$ cat config.mk
export PLATFORM = sky130hd
export DESIGN_NAME = vc_port_ingress
export DESIGN_NICKNAME = d
export VERILOG_FILES = /design/src/rtl/pcie_vc_pkg.sv /design/src/rtl/vc_fifo.sv /design/src/rtl/vc_port_ingress.sv
export SDC_FILE = /design/constraint.sdc
export NUM_CORES = 1
export LEC_CHECK = 0
export BUFFER_PORTS_ARGS = -buffer_cell sky130_fd_sc_hd__buf_2
export CORE_ASPECT_RATIO = 1.5
export CORE_MARGIN = 10
export CORE_UTILIZATION = 56
export DETAILED_ROUTE_END_ITERATION = 16
export GPL_ROUTABILITY_DRIVEN = 0
export PLACE_DENSITY_LB_ADDON = 0.3
export SYNTH_ARGS = -nofsm -noshare
export SYNTH_HDL_FRONTEND = slang
export SYNTH_HIERARCHICAL = 1
export SYNTH_SLANG_ARGS = --single-unit
$ cat constraint.sdc
create_clock -name clk -period 3.3 [get_ports clk]
set_input_delay 0.165 -clock clk [delete_from_list [all_inputs] [get_ports clk]]
set_output_delay 0.165 -clock clk [all_outputs]
set_load 0.05 [all_outputs]
$ cat src/rtl/pcie_vc_pkg.sv
// Shared definitions for the per-port virtual-channel ingress stage:
// VC index constants, flow-control state encoding and threshold width.
package pcie_vc_pkg;

    localparam logic VC0 = 1'b0;
    localparam logic VC1 = 1'b1;

    localparam int UMBRAL_W = 4;

    typedef enum logic {
        RUN    = 1'b0,
        PAUSED = 1'b1
    } fc_state_e;

endpackage : pcie_vc_pkg

$ cat src/rtl/vc_fifo.sv
// Single virtual-channel FIFO: owns its storage, read/write pointers and
// occupancy count. A push into a full FIFO is accepted only when a pop
// happens on the same edge; otherwise the word is silently discarded.
module vc_fifo
    import pcie_vc_pkg::*;
#(
    parameter int ADDR_WIDTH = 3,
    parameter int BUS_SIZE   = 5,
    parameter int MEM_LENGTH = 1 << ADDR_WIDTH
) (
    input  logic                  clk,
    input  logic                  reset,
    input  logic                  push,
    input  logic                  pop,
    input  logic [BUS_SIZE-1:0]   wr_data,
    output logic [BUS_SIZE-1:0]   rd_data,
    output logic [ADDR_WIDTH:0]   count,
    output logic                  empty,
    output logic                  full
);

    localparam int CNT_W = ADDR_WIDTH + 1;

    logic [BUS_SIZE-1:0]   mem_r [MEM_LENGTH];
    logic [ADDR_WIDTH-1:0] wr_ptr_r;
    logic [ADDR_WIDTH-1:0] rd_ptr_r;
    logic [CNT_W-1:0]      count_r;
    logic                  pop_ok_s;
    logic                  push_ok_s;

    assign empty   = (count_r == {CNT_W{1'b0}});
    assign full    = (count_r == CNT_W'(MEM_LENGTH));
    assign count   = count_r;
    assign rd_data = mem_r[rd_ptr_r];

    // Qualify push/pop: never pop an empty FIFO, and let a full FIFO take a
    // push only when a slot frees up on the same edge.
    always_comb begin
        pop_ok_s  = pop && !empty;
        push_ok_s = push && (!full || pop_ok_s);
    end

    // Storage array; cleared on reset so a discarded burst leaves no data.
    always_ff @(posedge clk or negedge reset) begin
        if (!reset) begin
            for (int i = 0; i < MEM_LENGTH; i++) begin
                mem_r[i] <= {BUS_SIZE{1'b0}};
            end
        end else if (push_ok_s) begin
            mem_r[wr_ptr_r] <= wr_data;
        end else begin
            mem_r[wr_ptr_r] <= mem_r[wr_ptr_r];
        end
    end

    // Pointers wrap modulo the depth; the count tracks net push/pop.
    always_ff @(posedge clk or negedge reset) begin
        if (!reset) begin
            wr_ptr_r <= {ADDR_WIDTH{1'b0}};
            rd_ptr_r <= {ADDR_WIDTH{1'b0}};
            count_r  <= {CNT_W{1'b0}};
        end else begin
            if (push_ok_s) begin
                wr_ptr_r <= wr_ptr_r + ADDR_WIDTH'(1);
            end else begin
                wr_ptr_r <= wr_ptr_r;
            end
            if (pop_ok_s) begin
                rd_ptr_r <= rd_ptr_r + ADDR_WIDTH'(1);
            end else begin
                rd_ptr_r <= rd_ptr_r;
            end
            case ({push_ok_s, pop_ok_s})
                2'b10:   count_r <= count_r + CNT_W'(1);
                2'b01:   count_r <= count_r - CNT_W'(1);
                default: count_r <= count_r;
            endcase
        end
    end

endmodule : vc_fifo

$ cat src/rtl/vc_port_ingress.sv
// Per-port ingress stage: steers each incoming word by its MSB into one of
// two VC FIFOs, runs a RUN/PAUSED flow-control FSM per VC against the
// umbralA/umbralB thresholds, and drains both FIFOs through a single
// registered valid/ready output.
// Optional build macro: VC_RR_ARB_EN selects round-robin output arbitration
// between the VCs; when undefined VC0 has strict priority.
module vc_port_ingress
    import pcie_vc_pkg::*;
#(
    parameter int ADDR_WIDTH = 3,
    parameter int BUS_SIZE   = 5,
    parameter int MEM_LENGTH = 1 << ADDR_WIDTH
) (
    input  logic                 clk,
    input  logic                 reset,
    input  logic [BUS_SIZE:0]    data_in,
    input  logic                 valid_in,
    input  logic [UMBRAL_W-1:0]  umbralA,
    input  logic [UMBRAL_W-1:0]  umbralB,
    input  logic                 out_ready,
    output logic [BUS_SIZE-1:0]  out_data,
    output logic                 out_valid,
    output logic                 out_vc,
    output logic                 pause_vc0,
    output logic                 pause_vc1,
    output logic                 continue_vc0,
    output logic                 continue_vc1,
    output logic                 overflow
);

    localparam int CNT_W = ADDR_WIDTH + 1;
    localparam int CMP_W = (CNT_W > UMBRAL_W) ? CNT_W : UMBRAL_W;

    logic [1:0]          push_s;
    logic [1:0]          pop_s;
    logic [1:0]          empty_s;
    logic [1:0]          full_s;
    logic [1:0]          accept_s;
    logic [1:0]          drop_s;
    logic [CNT_W-1:0]    count_s      [2];
    logic [CNT_W-1:0]    next_count_s [2];
    logic [BUS_SIZE-1:0] rd_data_s    [2];

    fc_state_e           fc_state_r   [2];
    fc_state_e           fc_next_s    [2];
    logic [1:0]          pause_r;
    logic [1:0]          continue_r;

    logic                load_s;
    logic                sel_valid_s;
    logic                sel_vc_s;
    logic [BUS_SIZE-1:0] sel_data_s;

    logic [BUS_SIZE-1:0] out_data_r;
    logic                out_valid_r;
    logic                out_vc_r;
    logic                overflow_r;

`ifdef VC_RR_ARB_EN
    logic                last_vc_r;
`endif

    // Flow-control transition rule; thresholds are zero-extended so the
    // compare is unsigned at a common width.
    function automatic fc_state_e fc_next(input fc_state_e        cur,
                                          input logic [CNT_W-1:0] nc,
                                          input logic [UMBRAL_W-1:0] thr_a,
                                          input logic [UMBRAL_W-1:0] thr_b);
        fc_state_e nxt;
        case (cur)
            RUN: begin
                if (CMP_W'(nc) >= CMP_W'(thr_a)) begin
                    nxt = PAUSED;
                end else begin
                    nxt = RUN;
                end
            end
            PAUSED: begin
                if (CMP_W'(nc) <= CMP_W'(thr_b)) begin
                    nxt = RUN;
                end else begin
                    nxt = PAUSED;
                end
            end
            default: nxt = RUN;
        endcase
        return nxt;
    endfunction

    // VC steering by the word MSB; there is no back-pressure on the input.
    always_comb begin
        push_s[0] = valid_in && (data_in[BUS_SIZE] == VC0);
        push_s[1] = valid_in && (data_in[BUS_SIZE] == VC1);
    end

    genvar g;
    generate
        for (g = 0; g < 2; g++) begin : g_vc
            vc_fifo #(
                .ADDR_WIDTH (ADDR_WIDTH),
                .BUS_SIZE   (BUS_SIZE),
                .MEM_LENGTH (MEM_LENGTH)
            ) u_fifo (
                .clk     (clk),
                .reset   (reset),
                .push    (push_s[g]),
                .pop     (pop_s[g]),
                .wr_data (data_in[BUS_SIZE-1:0]),
                .rd_data (rd_data_s[g]),
                .count   (count_s[g]),
                .empty   (empty_s[g]),
                .full    (full_s[g])
            );
        end
    endgenerate

    // Output arbiter: the register reloads whenever it is empty or being
    // consumed, popping the chosen VC head on that same edge.
    always_comb begin
        load_s      = !out_valid_r || out_ready;
        pop_s       = 2'b00;
        sel_valid_s = 1'b0;
        sel_vc_s    = VC0;
        if (load_s) begin
`ifdef VC_RR_ARB_EN
            if (!empty_s[0] && !empty_s[1]) begin
                sel_valid_s = 1'b1;
                if (last_vc_r == VC1) begin
                    sel_vc_s = VC0;
                end else begin
                    sel_vc_s = VC1;
                end
            end else if (!empty_s[0]) begin
                sel_valid_s = 1'b1;
                sel_vc_s    = VC0;
            end else if (!empty_s[1]) begin
                sel_valid_s = 1'b1;
                sel_vc_s    = VC1;
            end else begin
                sel_valid_s = 1'b0;
            end
`else
            if (!empty_s[0]) begin
                sel_valid_s = 1'b1;
                sel_vc_s    = VC0;
            end else if (!empty_s[1]) begin
                sel_valid_s = 1'b1;
                sel_vc_s    = VC1;
            end else begin
                sel_valid_s = 1'b0;
            end
`endif
            if (sel_valid_s) begin
                pop_s[sel_vc_s] = 1'b1;
            end else begin
                pop_s = 2'b00;
            end
        end else begin
            sel_valid_s = 1'b0;
        end
        sel_data_s = (sel_vc_s == VC1) ? rd_data_s[1] : rd_data_s[0];
    end

    // Per-VC accept/drop and the post-edge occupancy the FSMs look at.
    always_comb begin
        for (int v = 0; v < 2; v++) begin
            accept_s[v]     = push_s[v] && (!full_s[v] || pop_s[v]);
            drop_s[v]       = push_s[v] && full_s[v] && !pop_s[v];
            next_count_s[v] = count_s[v] + CNT_W'(accept_s[v]) - CNT_W'(pop_s[v]);
            fc_next_s[v]    = fc_next(fc_state_r[v], next_count_s[v], umbralA, umbralB);
        end
    end

    // Flow-control state registers plus registered pause level and the
    // single-cycle continue pulse on each PAUSED->RUN transition.
    always_ff @(posedge clk or negedge reset) begin
        if (!reset) begin
            for (int v = 0; v < 2; v++) begin
                fc_state_r[v] <= RUN;
            end
            pause_r    <= 2'b00;
            continue_r <= 2'b00;
        end else begin
            for (int v = 0; v < 2; v++) begin
                fc_state_r[v] <= fc_next_s[v];
                pause_r[v]    <= (fc_next_s[v] == PAUSED);
                continue_r[v] <= (fc_state_r[v] == PAUSED) && (fc_next_s[v] == RUN);
            end
        end
    end

`ifdef VC_RR_ARB_EN
    // Remembers the VC served last; starts at VC1 so VC0 wins first.
    always_ff @(posedge clk or negedge reset) begin
        if (!reset) begin
            last_vc_r <= VC1;
        end else if (sel_valid_s) begin
            last_vc_r <= sel_vc_s;
        end else begin
            last_vc_r <= last_vc_r;
        end
    end
`endif

    // Output register: holds its word while stalled, reloads on load_s.
    always_ff @(posedge clk or negedge reset) begin
        if (!reset) begin
            out_data_r  <= {BUS_SIZE{1'b0}};
            out_valid_r <= 1'b0;
            out_vc_r    <= 1'b0;
        end else if (load_s) begin
            if (sel_valid_s) begin
                out_data_r  <= sel_data_s;
                out_vc_r    <= sel_vc_s;
                out_valid_r <= 1'b1;
            end else begin
                out_data_r  <= out_data_r;
                out_vc_r    <= out_vc_r;
                out_valid_r <= 1'b0;
            end
        end else begin
            out_data_r  <= out_data_r;
            out_vc_r    <= out_vc_r;
            out_valid_r <= out_valid_r;
        end
    end

    // Sticky overflow flag: set by any dropped word, cleared only by reset.
    always_ff @(posedge clk or negedge reset) begin
        if (!reset) begin
            overflow_r <= 1'b0;
        end else begin
            overflow_r <= overflow_r | drop_s[0] | drop_s[1];
        end
    end

    assign out_data     = out_data_r;
    assign out_valid    = out_valid_r;
    assign out_vc       = out_vc_r;
    assign pause_vc0    = pause_r[0];
    assign pause_vc1    = pause_r[1];
    assign continue_vc0 = continue_r[0];
    assign continue_vc1 = continue_r[1];
    assign overflow     = overflow_r;

endmodule : vc_port_ingress

# --- Word level (Yosys, flattened, before mapping) ---
# Cells that the tools add are included.
totals:
  register_bits: 114
  output_inout_bits: 12
classes:
  add_sub_neg: 12
  magnitude_cmp: 12
  eq_ne: 6
  n_reduce_logical: 34
  mux: 43
  bitwise_logic: 11
ops:
  columns: ["operator", "n"]
  rows:
  - ["$bwmux W40", 4]
  - ["$mux W40", 2]
  - ["$bmux W5 S3", 4]
  - ["$mux W5", 11]
  - ["$demux W5 S3", 2]
  - ["$logic_and A1 B1 Y1", 17]
  - ["$ge A4 B4 Y1 const B", 4]
  - ["$not A3 Y4", 4]
  - ["$pmux W4 S2", 2]
  - ["$mux W1", 13]
  - ["$add A3 B1 Y3 const B", 4]
  - ["$add A4 B1 Y4", 2]
  - ["$add A4 B1 Y4 const B", 2]
  - ["$eq A4 B4 Y1 const B", 2]
  - ["$ge A4 B4 Y1", 2]
  - ["$le A4 B4 Y1", 2]
  - ["$logic_not A4 Y1", 2]
  - ["$lt A4 B1 Y1 const B", 2]
  - ["$sub A4 B1 Y4", 2]
  - ["$sub A4 B1 Y4 const B", 2]
  - ["$logic_not A1 Y1", 7]
  - ["$logic_or A1 B1 Y1", 5]
  - ["$not A1 Y1", 5]
  - ["$eq A2 B1 Y1 const B", 2]
  - ["9 further kinds", 14]

# --- Logic depth before layout (Yosys ltp) ---
# Gate-level depths: netlist of the first run.
logic_depth:
  ltp_word: 19
  depth_mapped: 16
  depth_no_buf: 14

# --- Modules after synthesis ---
# The synthesis of the first run kept the hierarchy.
modules_own_cells:
  columns: ["module", "cells_per_inst", "instances", "area_each_um2"]
  rows:
  - ["vc_fifo (g_vc[0].u_fifo)", 272, 1, 2839.0]
  - ["vc_fifo (g_vc[1].u_fifo)", 268, 1, 2819.0]
  - ["vc_port_ingress", 126, 1, 1146.1]

# --- Least setup slack after synthesis of the first run ---
# No wires, ideal clock.
synth_path:
  kind: "register to register"
  startpoint: "register g_vc[0].u_fifo.count_r[1]"
  endpoint: "register pause_r[0]"
  path_stages_with_launch: 16
  arrival_ns: 3.082
  required_time_ns: 3.222
  slack_ns: 0.141
  period_less_slack_ns: 3.159
  setup_time_ns: 0.078
  cell_sequence: "dfrtp_1 > nor4_1 > buf_2 > nand2b_4 > buf_6 > inv_1 > ha_1 > inv_1 > ha_1 > fa_1 > xor2_1 > ha_1 > nand3_1 > o221ai_1 > o21ai_0 > a21oi_1"
synth_lines:
  columns: ["element", "line", "text"]
  rows:
  - ["start, declared", "vc_fifo.sv:27", "logic [CNT_W-1:0] count_r;"]
  - ["start signal, assigned", "vc_fifo.sv:61", "count_r <= {CNT_W{1'b0}};"]
  - ["start signal, assigned", "vc_fifo.sv:74", "2'b10: count_r <= count_r + CNT_W'(1);"]
  - ["start signal, assigned", "vc_fifo.sv:75", "2'b01: count_r <= count_r - CNT_W'(1);"]
  - ["end signal, assigned by index", "vc_port_ingress.sv:186", "pause_r[v] <= (fc_next_s[v] == PAUSED);"]
  - ["end, declared", "vc_port_ingress.sv:46", "logic [1:0] pause_r;"]

==> results.toml, run 1 <==
[grt]
grt_usage_pct = 20.2
grt_max_degree = 62
grt_pass1_vias = 5137
gr-usage-met2_pct = 36.6
use_met3_pct = 2.07
use_met1_pct = 22.9
grt_pass1_wl_um = 27100
grt_antenna_before_repair = 0
busiest_layer = "met2"
overflow = 0

[final_layout]
fin_area_mm2 = 0.00749
nets = 742
nFillCells = 986
multiInputGateArea_mm2 = 0.00368
syn_to_final_growth_pct = 10.0
drive_gt1_share_pct = 19.5
antennaDiodeCount = 0
finalNonFillerCells = 845
seqCellArea_mm2 = 0.00281

[drt]
postRouteAntennaNets = 0
first_pass_iters = 4
drtIter0Drc = 187
wl_per_cell_um = 19.4
via_per_inst = 5.99
drc = 0
routed_wl_um = 16400
vias = 5065

[sta]
fin_hold_ws_ns = 0.281
setup_viol = 0
drv_slew = 0
min_period_ns = 3.14
fmax_ghz = 0.318
hold_viol = 0
worstMarginPinSlew_ns = 1.03
fin_skew_ns = 0.0112
post-route-period-util_pct = 95.3
slew_headroom_pct = 31.0

[place]
io_buffer_count = 29
post_dp_cell_area_mm2 = 0.00709
place_hpwl_um = 12000
place_inst = 824

[outcome]
outcome = "completed"

[synthesis]
synth_area_mm2 = 0.00680
synth_area_per_cell_um2 = 10.2
synth_cell_types = 50
syn-num-nets = 721
synth_seq_area_share_pct = 41.2
synth_edf_count = 0
ys_ff_latch = 112
ys.warnings.count = 6
synth_cells = 666
synth-main-ff-cell = "dfrtp_1"
ys_async_sr_fraction_pct = 100

[setup_path]
critPathKind = "flip-flop to flip-flop"
worstPathArrival_ns = 3.39
cp.required_ns = 3.54
cp_max_fo = 8
cp-start-kind = "flip-flop"
rr_startpoint = "g_vc[0].u_fifo/count[0]"
cp-end-kind = "flip-flop"
cp-startpoint = "g_vc[0].u_fifo/count[0]"

[cts]
cts_buffers = 9
clockBufferDepth = 2
h-tree-depth = 3
cts.sinks = 112
clock_latency_ns = 0.36
tritoncts = "built"
cts_root_buf = "clkbuf_16"
cts.clk_slew.worst_paths_ns = 0.08

[floorplanning]
die_h_um = 155
die_w_um = 110
rows = 49
die_area_mm2 = 0.0171
coreArea_mm2 = 0.0120
initial_utilization_pct = 56.9
num_io_pins = 30

[power]
power_mw = 8.75
p_leak_nw = 3.38
ir_worst_vdd_mv = 0.602
power_density_mw_per_mm2 = 1170

[job]
cap_violations = 0

[worst_hold_path]
holdCritStartpoint = "umbralB[0]"
worstHoldPathType = "primary input to flip-flop"
[where the power goes]
group | switching (mW) | total (mW) | internal, mW
Sequential | 0.841 | 2.91 | 2.07
Combinational | 2.51 | 4.61 | 2.10
Clock | 0.544 | 1.23 | 0.684
[timing repair]
action	4_1_cts	5_1_grt
hold buffers	1	0
resized for setup	0	7
endpoints found under the setup margin	0	3
buffers inserted	0	4
endpoints found under the hold margin	60	0
[cells in the mapped netlist, types with 3 or more instances]
cell | count | area (um2)
or3_1 | 5 | 31.3
nand3_1 | 20 | 100
buf_2 | 6 | 30.0
or2_2 | 4 | 25.0
o211ai_1 | 12 | 90.1
mux2i_1 | 23 | 230
o41ai_4 | 9 | 248
o21ai_0 | 80 | 400
clkinv_1 | 3 | 11.3
mux4_2 | 22 | 495
buf_1 | 14 | 52.6
nand2b_1 | 12 | 75.1
buf_6 | 3 | 33.8
dfrtp_1 | 112 | 2800
nor2_1 | 10 | 37.5
a21boi_0 | 4 | 30.0
a21oi_1 | 30 | 150
o21ai_1 | 4 | 20.0
mux2_2 | 14 | 158
ha_1 | 33 | 413
inv_1 | 42 | 158
clkbuf_1 | 14 | 52.6
nand2_1 | 97 | 364
nand3b_1 | 5 | 37.5
a21o_1 | 3 | 22.5
a211oi_1 | 5 | 37.5
xor2_1 | 4 | 35.0
fa_1 | 4 | 80.1
nor2b_1 | 5 | 31.3
o22ai_1 | 14 | 87.6
or3b_2 | 11 | 96.3
and2_1 | 4 | 25.0
xnor2_1 | 17 | 149
[routing by layer]
layer  vias up  wire [um]
met2       117       9130
met5         -          0
met4         0        428
li1       2404          -
met1      2515       6260
met3        29        585
[worst paths after layout]
| kind | cells past startpoint | to | slack [ns] |
|---|---|---|---|
| worst min register to register | 2 | g_vc[0].u_fifo/mem_r[20] | 0.51 |
| worst max-delay path | 14 | pause_r[0] | 0.16 |
| min in group asynchronous | 2 | g_vc[0].u_fifo/mem_r[38] | 0.44 |
| max in group asynchronous | 3 | g_vc[1].u_fifo/rd_ptr_r[2] | 2.08 |
| worst min-delay path | 4 | continue_r[0] | 0.28 |
| worst max register to register | 14 | pause_r[0] | 0.16 |
[metrics by stage]
stage	utilization (%)	setup slack, ns	setup TNS [ns]
after global routing	62.6	-0.00653	-0.00653
after detailed placement	59.3	0.0786	0
after CTS	62.2	0.0588	0
after global placement	59.3	0.184	0
final	62.6	0.156	0
after floorplan	-	0.141	0
[cell type report]
class	instances	area share (%)
tap	153	2.56
timing repair buffer	48	4.08
inverter	45	2.26
clock inverter	7	1.45
sequential	112	37.5
clock buffer	9	3.01
multi-input combinational	471	49.2
[flip-flops by register name, summed over array words and instances, names as in the netlist, 2 cells and up]
signal	cells
out_data	5
g_vc.u_fifo/mem_r	80
g_vc.u_fifo/count	8
g_vc.u_fifo/wr_ptr_r	6
continue_r	2
g_vc.u_fifo/rd_ptr_r	6
[logic make-up after synthesis]
| group | synth area share (%) |
|---|---|
| adders and majority gates | 7.25 |
| buffers and inverters | 5.04 |
| AOI/OAI and AO/OA | 17.6 |
| muxes | 13.0 |
| xor gates and xnor gates | 2.70 |
| DFF | 41.2 |
| and+or+nand+nor | 13.3 |
[worst max-delay path: stages, from the launching register on]
cell,delay [ns]
dfrtp_2,0.44
nor4_2,0.24
buf_4,0.17
nand2b_4,0.17
inv_1,0.07
ha_1,0.28
inv_1,0.04
ha_1,0.20
fa_1,0.41
xor2_1,0.22
ha_1,0.28
a21oi_1,0.22
o221ai_2,0.13
o21ai_1,0.11
a21oi_1,0.05
[layout by cell type, fill, tap and decap left out, drive strengths merged, types with 10 or more instances in the layout]
cell type	count
a21oi	30
buf	47
dfrtp	112
ha	33
inv	46
mux2	14
mux2i	23
mux4	22
nand2	97
nand2b	13
nand3	20
nor2	10
o211ai	12
o21ai	84
o22ai	14
or3b	11
xnor2	17
No activity file was read; power rests on OpenSTA's default activity.
==> run 2: changes to the inputs <==
--- a/config.mk
+++ b/config.mk
@@ -6,9 +6,11 @@
 export NUM_CORES = 1
 export LEC_CHECK = 0
 export BUFFER_PORTS_ARGS = -buffer_cell sky130_fd_sc_hd__buf_2
+export CELL_PAD_IN_SITES_DETAIL_PLACEMENT = 1
+export CELL_PAD_IN_SITES_GLOBAL_PLACEMENT = 2
 export CORE_ASPECT_RATIO = 1.5
 export CORE_MARGIN = 10
-export CORE_UTILIZATION = 56
+export CORE_UTILIZATION = 37
 export DETAILED_ROUTE_END_ITERATION = 16
 export GPL_ROUTABILITY_DRIVEN = 0
 export PLACE_DENSITY_LB_ADDON = 0.3
==> results.toml, run 2 (same netlist as run 1, synthesis figures left out) <==
[final_layout]
syn_to_final_growth_pct = 10.5
top_register = "g_vc.u_fifo/mem_r"
seqCellArea_mm2 = 0.00281
nets = 743
layout_commonest_cell = "dfrtp_1"
antennaDiodeCount = 0
largest_reg_flops = 80
multiInputGateArea_mm2 = 0.00368
drive_gt1_share_pct = 19.2
fin_area_mm2 = 0.00752
final_cell_mix = "dfrtp_1 (110), nand2_1 (97), o21ai_0 (79), inv_1 (42), ha_1 (33)"
fin_util_pct = 41.7
nFillCells = 2035

[worst_hold_path]
worstHoldPathType = "primary input to flip-flop"

[drt]
wl_per_cell_um = 20.8
postRouteAntennaNets = 0
via_per_inst = 5.51
routed_wl_um = 18900
drc = 0
vias = 5009
drtIter0Drc = 203
first_pass_iters = 4

[grt]
grt_antenna_before_repair = 0
overflow = 0
grt_usage_pct = 16.5
grt_pass1_wl_um = 30900
grt_max_degree = 54
grt_pass1_vias = 5497

[power]
p_leak_nw = 3.34
ir_worst_vdd_mv = 0.506
p_clk_share_pct = 12.5
power_mw = 8.66
power_density_mw_per_mm2 = 1150
power.internal_mw = 4.67
p_seq_share_pct = 34.1
p_sw_share_pct = 46.1
p_comb_share_pct = 53.4
p_switching_mw = 4.00

[cts]
cts_buffers = 9
tritoncts = "built"
cts_root_buf = "clkbuf_16"
cts.sinks = 112
clock_latency_ns = 0.36
cts.clk_slew.worst_paths_ns = 0.08
h-tree-depth = 3
clockBufferDepth = 2

[setup_path]
critPathKind = "flip-flop to flip-flop"
path_buf_inv = 2
regToRegSetupSlack_ns = 0.24
critical-path-top-delay-family = "adder cells"
cp_max_fo = 6
crit_chain = "nor4_4, nand2b_4, inv_1, ha_1, inv_1, ha_1, fa_1, xor2_1, ha_1, a21oi_1, o221ai_1, o21ai_1, a21oi_1"
cp-end-kind = "flip-flop"
cp.required_ns = 3.55
cp_common_cell = "ha_1"
cpMaxStageDelayCell = "dfrtp_2"
worstPathArrival_ns = 3.31
cpPeakStageDelay_ns = 0.46
cp-start-kind = "flip-flop"

[sta]
min_period_ns = 3.06
rsz0062_at_grt = "true"
drv_slew = 0
hold_viol = 0
post-route-period-util_pct = 92.8
fin_hold_ws_ns = 0.285
fin_skew_ns = 0.0115
setup_viol = 0
fmax_ghz = 0.327
slew_headroom_pct = 31.6
worstMarginPinSlew_ns = 1.03

[outcome]
outcome = "completed"

[place]
io_buffer_count = 29
place_hpwl_um = 13900
post_dp_cell_area_mm2 = 0.00720

[floorplanning]
rows = 60
die_w_um = 131
num_io_pins = 30
coreArea_mm2 = 0.0180
die_area_mm2 = 0.0243
initial_utilization_pct = 37.8
die_h_um = 186

[job]
cap_violations = 0
-- run 2: changes by cell type in the layout (fill, tap and decap cells not counted) --
cell | previous run | this run
buf_4 | 18 | 19
inv_6 | 2 | 0
o221ai_2 | 1 | 0
nor4_2 | 2 | 1
bufinv_16 | 2 | 0
clkinvlp_4 | 0 | 4
or4b_4 | 1 | 0
clkinv_4 | 1 | 0
nor4_4 | 0 | 1
o221ai_1 | 0 | 1
or4b_1 | 1 | 2
-- run 2: worst min-delay path, delay by kind of cell --
family          cells  cell delay, ns
buf+inv             1            0.10
fa+ha+maj           1            0.13
simple gates        1            0.05
compound gates      1            0.15
-- run 2: routing by layer --
layer  wire [um]  vias to the layer above  global-route usage (%)
met5           0                        -                       0
met4         378                        0                    5.80
met3         318                       21                    2.02
met2       10300                       49                    29.1
met1        7870                     2531                    19.9
li1            -                     2408                       -
-- run 2: final timing paths --
path                                                from                        to  cells after the start
worst min register to register  g_vc[1].u_fifo/mem_r[37]  g_vc[1].u_fifo/mem_r[37]                      2
min in group asynchronous                          reset  g_vc[0].u_fifo/mem_r[12]                      2
worst min-delay path                          umbralB[0]             continue_r[0]                      4
worst max register to register   g_vc[0].u_fifo/count[0]                pause_r[0]                     13
max in group asynchronous                          reset   g_vc[1].u_fifo/mem_r[1]                      3
worst max-delay path             g_vc[0].u_fifo/count[0]                pause_r[0]                     13
-- run 2: area by class of cell --
type | count | area share, %
Clock buffer | 9 | 3.00
Clock inverter | 6 | 0.699
Inverter | 45 | 2.25
Multi-Input combinational cell | 471 | 49.0
Sequential cell | 112 | 37.3
Tap cell | 217 | 3.61
Timing Repair Buffer | 49 | 4.16
-- run 2: stage by stage --
stage | TNS, ns | std cells | setup slack (ns)
final | 0 | 909 | 0.238
after detailed placement | 0 | 891 | 0.0601
after floorplan | 0 | 666 | 0.141
after global placement | 0 | 891 | 0.142
after CTS | 0 | 907 | 0.0318
after global routing | -0.0306 | 909 | -0.0306
-- run 2: timing repair --
item	4_1_cts	5_1_grt
hold buffers	1	0
gates resized for setup	0	5
endpoints found under the hold margin	51	0
setup buffers	0	2
endpoints found under the setup margin	0	4
-- run 2: power groups by stage --
| stage | clock network (mW) | registers (mW) | logic [mW] |
|---|---|---|---|
| 2_1_floorplan | 0 | 2.71 | 3.51 |
| 4_1_cts | 1.12 | 2.95 | 4.69 |
| 3_5_place_dp | 0 | 2.98 | 4.65 |
| 3_3_place_gp | 0 | 2.93 | 4.44 |
| 6_report | 1.08 | 2.95 | 4.63 |
| 5_1_grt | 1.18 | 3.08 | 5.21 |
